### src/rtl/alu_byte_sequencer.sv
// alu_byte_sequencer
//   Initiator for an external 8-bit combinational ALU. It accepts one
//   NBYTES-wide command and drives the ALU one byte per cycle, LSB first,
//   feeding each byte's status bit (ST) back in as the next carry-in (CY).
//   The full-width result and final flag are returned over valid/ready.
//   SUB is done as A + ~B + carry, because the ALU's own subtract has no
//   borrow-in.
//   Optional feature: define ALU_SEQ_ZFLAG_EN to add the res_z zero flag.
module alu_byte_sequencer #(
   parameter int NBYTES = 4
) (
   input  logic                  clk,
   input  logic                  rst_n,
   input  logic                  cmd_valid,
   output logic                  cmd_ready,
   input  logic [1:0]            cmd_op,
   input  logic                  cmd_cin,
   input  logic [8*NBYTES-1:0]   opa,
   input  logic [8*NBYTES-1:0]   opb,
   output logic                  res_valid,
   input  logic                  res_ready,
   output logic [8*NBYTES-1:0]   res,
   output logic                  res_st,
`ifdef ALU_SEQ_ZFLAG_EN
   output logic                  res_z,
`endif
   output logic [7:0]            a,
   output logic [7:0]            b,
   output logic                  cy,
   output logic [1:0]            op,
   input  logic [7:0]            y,
   input  logic                  st
);

   localparam int W    = 8 * NBYTES;
   localparam int IDXW = (NBYTES > 1) ? $clog2(NBYTES) : 1;

   typedef enum logic [1:0] {S_IDLE, S_RUN, S_DONE} state_t;
   typedef enum logic [1:0] {OP_PASS = 2'b00, OP_ADD = 2'b01,
                             OP_SUB  = 2'b10, OP_CLR = 2'b11} cmd_op_t;

   state_t           state, state_nxt;
   cmd_op_t          op_q;
   logic [W-1:0]     opa_q, opb_q;
   logic [IDXW-1:0]  idx;
   logic             carry;
   logic             last_byte;
   logic [7:0]       a_byte, b_byte;
   logic [W-1:0]     res_next;

   assign last_byte = (idx == IDXW'(NBYTES - 1));
   assign cmd_ready = (state == S_IDLE);
   assign res_valid = (state == S_DONE);

   // Byte lanes of the captured operands and the result with the current
   // ALU byte merged in at the active lane.
   always_comb begin
      // NOTE: every combinational output gets a default first so no path
      // leaves it unassigned and no latch is inferred.
      a_byte   = opa_q[{idx, 3'b000} +: 8];
      b_byte   = opb_q[{idx, 3'b000} +: 8];
      res_next = res;
      res_next[{idx, 3'b000} +: 8] = y;
   end

   // State register; reset aborts any command in flight.
   always_ff @(posedge clk or negedge rst_n) begin
      // NOTE: sequential state uses non-blocking assignments so every
      // register samples pre-edge values regardless of block ordering.
      if (!rst_n) state <= S_IDLE;
      else        state <= state_nxt;
   end

   // Next-state logic: IDLE -> RUN -> DONE -> IDLE.
   always_comb begin
      state_nxt = state;
      case (state)
         S_IDLE:  if (cmd_valid) state_nxt = S_RUN;
         S_RUN:   if (last_byte) state_nxt = S_DONE;
         S_DONE:  if (res_ready) state_nxt = S_IDLE;
         default: state_nxt = S_IDLE;
      endcase
   end

   // ALU drive: parked at CLR with zero operands outside RUN.
   always_comb begin
      op = 2'b11;
      a  = 8'h00;
      b  = 8'h00;
      cy = 1'b0;
      if (state == S_RUN) begin
         case (op_q)
            OP_PASS: begin
               op = 2'b00;
               a  = a_byte;
               b  = b_byte;
            end
            OP_ADD: begin
               op = 2'b01;
               a  = a_byte;
               b  = b_byte;
               cy = carry;
            end
            OP_SUB: begin
               op = 2'b01;
               a  = a_byte;
               b  = ~b_byte;
               cy = carry;
            end
            default: ;
         endcase
      end
   end

   // Datapath: capture on accept, collect one result byte per RUN cycle,
   // latch the final flags on the last byte. Y/ST are only sampled in RUN.
   always_ff @(posedge clk or negedge rst_n) begin
      if (!rst_n) begin
         op_q   <= OP_PASS;
         opa_q  <= '0;
         opb_q  <= '0;
         idx    <= '0;
         carry  <= 1'b0;
         res    <= '0;
         res_st <= 1'b0;
`ifdef ALU_SEQ_ZFLAG_EN
         res_z  <= 1'b0;
`endif
      end else begin
         case (state)
            S_IDLE: begin
               if (cmd_valid) begin
                  opa_q <= opa;
                  opb_q <= opb;
                  op_q  <= cmd_op_t'(cmd_op);
                  idx   <= '0;
                  case (cmd_op_t'(cmd_op))
                     OP_ADD:  carry <= cmd_cin;
                     OP_SUB:  carry <= ~cmd_cin;
                     default: carry <= 1'b0;
                  endcase
               end
            end
            S_RUN: begin
               res   <= res_next;
               carry <= st;
               idx   <= idx + IDXW'(1);
               if (last_byte) begin
                  idx <= '0;
                  case (op_q)
                     OP_ADD:  res_st <= st;
                     OP_SUB:  res_st <= ~st;
                     default: res_st <= 1'b0;
                  endcase
`ifdef ALU_SEQ_ZFLAG_EN
                  res_z <= ~|res_next;
`endif
               end
            end
            default: ;
         endcase
      end
   end

endmodule
### config.mk
export PLATFORM = sky130hd
export DESIGN_NAME = alu_byte_sequencer
export DESIGN_NICKNAME = d
export VERILOG_FILES = /design/src/rtl/alu_byte_sequencer.sv
export SDC_FILE = /design/constraint.sdc
export NUM_CORES = 1
export LEC_CHECK = 0
export CAP_MARGIN = 20
export CORE_MARGIN = 5
export CORE_UTILIZATION = 48
export DETAILED_ROUTE_END_ITERATION = 7
export PLACE_DENSITY = 0.81
export SLEW_MARGIN = 20
export SYNTH_ARGS = -nofsm -noshare
export SYNTH_HDL_FRONTEND = slang
export SYNTH_SLANG_ARGS = --single-unit
### constraint.sdc
create_clock -name clk -period 3 [get_ports clk]
set_input_delay 0.9 -clock clk [delete_from_list [all_inputs] [get_ports clk]]
set_output_delay 0.9 -clock clk [all_outputs]
set_load 0.01 [all_outputs]
# [Word level (Yosys, flattened, before mapping)]
# Index checks and enable logic that the tools add are counted.
# Widths: inputs -> output; s select.
[op_classes] addsub=2 mul=0 n_div=0 order_cmp=0 eq_ne=10 shifts=4 n_mux=20 bitwise=3 n_reduce_logical=10
[ops] op="$shiftx 32x6->8" n=2
[ops] op="$bwmux 32" n=1
[ops] op="$shift 8x7->32 const A" n=1
[ops] op="$shiftx 8x7->32" n=1
[ops] op="$mux 8" n=3
[ops] op="$pmux 8 s2" n=1
[ops] op="$mux 2" n=6
[ops] op="$eq 2x2->1 const B" n=4
[ops] op="$not 8->8" n=1
[ops] op="$pmux 2 s2" n=2
[ops] op="$neg 5->7" n=1
[ops] op="$eq 2x1->1 const B" n=3
[ops] op="$pmux 1 s2" n=3
[ops] op="$pmux 2 s3" n=1
[ops] op="$reduce_and 2->1" n=3
[ops] op="$logic_not 2->1" n=2
[ops] op="$ne 2x2->1 const B" n=2
[ops] op="$reduce_or 2->1" n=2
[ops] op="$mux 1" n=3
[ops] op="$reduce_and 3->1" n=1
[ops] op="$reduce_or 3->1" n=1
[ops] op="$add 2x1->2 const B" n=1
[ops] op="$ne 2x1->1 const B" n=1
[ops] op="$not 1->1" n=2
[ops] op="$reduce_bool 2->1" n=1
[word_totals] ff_bits=104 latchBits=0 ramBits=0 mem_bits_ro=0 input_bits=80 output_inout_bits=54 elab_cells=57 memories=0

# [Longest topological paths before layout]
[logic_depth] word_depth=4 depth_mapped=8 mapped_depth_nobuf=5

# [Worst setup path before layout]
# Ideal clock, no wire load.
[synth_timing] path_kind="register to output" from="register idx[0]" to="output port b[1]" arrival_time_ns=1.633 required_time_ns=2.100 setup_slack_ns=0.467 stages_incl_launch_ff=6 cell_sequence="dfrtp_1 -> clkbuf_2 -> buf_2 -> mux4_2 -> mux2i_1 -> nor2_1"
[synth_between] elab_chain_cells=4
[synth_rtl] item="from (decl)" line_no="45" rtl="logic [IDXW-1:0] idx;"
[synth_rtl] item="from (signal assigned)" line_no="147" rtl="idx <= idx + IDXW'(1);"
[synth_rtl] item="$shiftx 32x6->8 (*)" line_no="61" rtl="b_byte = opb_q[{idx, 3'b000} +: 8];"
[synth_rtl] item="$not 8->8" line_no="107" rtl="b = ~b_byte;"
[synth_rtl] item="$pmux 8 s2 (*)" line_no="92" rtl="case (op_q)"
[synth_rtl] item="$mux 8 (*)" line_no="91" rtl="if (state == S_RUN) begin"
[synth_rtl] item="to (decl)" line_no="28" rtl="output logic [7:0] b,"
# Every way passes the cells marked *; elsewhere a longest branch is shown, timed or not.

# [Worst setup path after layout]
[layout_timing] from="register state[1]" to="output port cy"
[layout_between] elab_chain_cells=2
[layout_rtl] item="from (decl)" line_no="42" rtl="state_t state, state_nxt;"
[layout_rtl] item="from (signal assigned)" line_no="71" rtl="else state <= state_nxt;"
[layout_rtl] item="$eq 2x1->1" line_no="91"
[layout_rtl] item="$mux 1" line_no="91"
[layout_rtl] item="to (decl)" line_no="29" rtl="output logic cy,"
# No other way between the ends.

==> impl_metrics.tcl <==
set metrics [dict create \
    p_total_mw 6.555 \
    crit_required_ps 2100 \
    cts_setup_buffers 0 \
    status "finished, final reports clean" \
    p_comb_share_pct 50.3 \
    fillerInstances 752 \
    grt_antenna_before_repair 1 \
    fin_crit_sh_pct 96.50 \
    worst_pin_slew_ps 695.3 \
    netSwitchingFraction_pct 34.19 \
    yosysSeqAreaShare_pct 55.00 \
    area_growth_pct 34.93 \
    die_h_um 109.3 \
    fin_skew_ps 10.11 \
    drt_wl_total_mm 10.62 \
    p_leak_nw 2.760 \
    period_needed_ps 2895 \
    p_clk_share_pct 11.6 \
    fin_tns_setup_ps 0 \
    coreArea_sq_um 9684 \
    cts-buffers-inserted 9 \
    fin_ws_ps 105.0 \
    ys_top_cells_by_area "dfrtp_1 55%, mux2_2 14%, mux4_2 7.6%, a22o_1 3.0%, nand2_1 2.9%" \
    drt_iter0_markers 86 \
    gp_congestion 0.8276 \
    maxCapViolCount 0 \
    syn_inst 342 \
    grt_setup_unrepaired "no" \
    post-route-util_pct 65.93 \
    synth_commonest_cells "104 x dfrtp_1, 58 x mux2_2, 36 x nand2_1" \
    wire_per_inst_um 17.30 \
    clockBufferDepth 2 \
    synth_cell_types 32 \
    gr-total-overflow 0 \
    fmax_ghz 0.3454 \
    synthMostInstantiatedCell "dfrtp_1" \
    drive_above_1_share_pct 24.32 \
    cp_max_fo 9 \
    startpoint_type "flip-flop" \
    dp_hpwl_mm 8.086 \
    start_util_pct 48.86 \
    worst-r2r-cell-count 6 \
    cts.sinks 104 \
    p_sw_mw 2.241 \
    port_buffers 133 \
    viasPerCell 5.257 \
    p_int_mw 4.314 \
    fp.dieW_um 109.3 \
    clk_pin_slew_worst_paths_ps 90 \
    hold_viol 0 \
    synthFlopType "dfrtp_1" \
    n_antenna_cell 0 \
    nets 565 \
    synth.net_count 431 \
    p_per_area_nw_per_um2 1027 \
    dp_slack_ps 170.0 \
    std_cell_rows 36 \
    power_frac_seq_pct 38.1 \
    yosys_warnings 0 \
    ant_nets 0 \
    hp-class "primary input to async pin" \
    yosysTopAreaCellShare_pct 55.00 \
    netlist_area_sq_um 4732 \
    slew_headroom_pct 53.52 \
    path_class "flip-flop to primary output" \
    synth_edf_count 0 \
    fp.dieArea_sq_um 11940 \
    slew_viol_final 0 \
    grt_max_degree 59 \
    cts-root-buf "clkbuf_8" \
    avgSynthCellArea_sq_um 13.84 \
    num_io_pins 134 \
    grt_first_pass_wirelength_mm 17.22 \
    seqCellArea_sq_um 2605 \
    multi_input_area_sq_um 2001 \
    first_pass_iters 4 \
    cp-end-kind "primary output" \
    setup_viol 0 \
    cts_tree "done" \
    grt_usage_pct 18.58 \
    worst_ep_arrival_time_ps 1990 \
    ys_async_sr_fraction_pct 100.0 \
    grt_pass1_vias 3474 \
    yosys_register_bits 104 \
    ir_worst_vdd_v 0.0004513 \
    drc 0 \
    cts_max_level 3 \
    yosys.area.top_type "dfrtp_1" \
    insertion_delay_ps 350 \
    vias 3228 \
    holdWs_ps 419.2 \
]
layout by cell type (no fill, tap or decap), drive strengths merged, types with 3 or more instances in the layout:
master / synthesis / final
nor2: 9 / 9
inv: 5 / 5
mux2: 66 / 66
dlygate4sd2: 0 / 16
clkbuf: 5 / 11
nand2: 36 / 36
mux4: 16 / 16
clkinv: 0 / 3
dfrtp: 104 / 104
o21ai: 19 / 19
mux2i: 9 / 9
nand2b: 5 / 5
buf: 16 / 12
nand3b: 4 / 4
nor2b: 9 / 9
ha: 9 / 9
clkdlybuf4s50: 0 / 116
a22o: 16 / 16
repair_timing:
item                                    CTS  global route
endpoints found under the setup margin   16             9
endpoints found under the hold margin     0             0
gates resized for setup                  21             2
hold buffers                              0             0
sequential cells by signal, indices dropped and copies added, names as in the netlist:
register,cells
carry,1
idx,2
op_q,2
opa_q,32
opb_q,32
res,32
res_st,1
state,2
through the flow:
stage               cells  cell area (sq um)
finish                614               6385
detailed placement    598               6220
global placement      598               6220
CTS                   614               6381
floorplan             342               4732
global route          614               6385
worst max-delay path, cell delays in order (launching register included):
cell and delay [ps]:
dfrtp_1 480, nor2b_1 240, buf_4 180, and3_1 190, clkdlybuf4s50_1 560
logic make-up after synthesis:
group / after synthesis / synth area share (%)
AOI/OAI and AO/OA: 39 / 5.632
and+or+nand+nor: 73 / 8.250
muxes: 91 / 25.86
DFF: 104 / 55.00
adders and majority gates: 9 / 2.380
buffers and inverters: 26 / 2.882
power groups by stage:
stage | Combinational [mW] | Sequential, mW | Clock [mW]
after floorplan | 2.07 | 2.46 | 0
after global placement | 3.32 | 2.48 | 0
after detailed placement | 3.44 | 2.52 | 0
after CTS | 3.35 | 2.49 | 0.779
after global routing | 3.60 | 2.59 | 0.825
final | 3.30 | 2.50 | 0.759
metal layers:
metal	part of all wire [%]	vias to the layer above	track usage (%)
met4	1.8	2	6.857
met3	6.1	19	4.228
met2	50	108	30.53
met5	0.12	-	0
li1	-	1482	-
met1	42	1617	24.31
area by class of cell:
type                            instances  share of cell area (%)
Multi-Input combinational cell        212                   31.33
Sequential cell                       104                   40.80
Inverter                                5                  0.2939
Tap cell                              133                   2.606
Clock inverter                          5                  0.5291
Clock buffer                           11                   2.058
Timing Repair Buffer                  144                   22.38
final timing paths:
| check | startpoint | endpoint | slack, ps |
|---|---|---|---|
| min reg2reg | res[9] | res[9] | 490 |
| min | rst_n | res[29] | 420 |
| max in group asynchronous | rst_n | res[3] | 1910 |
| min in group clk | res[9] | res[9] | 490 |
| max reg2reg | idx[1] | res[1] | 620 |
| max | state[1] | cy | 110 |
(Power assumes the default switching activity.)
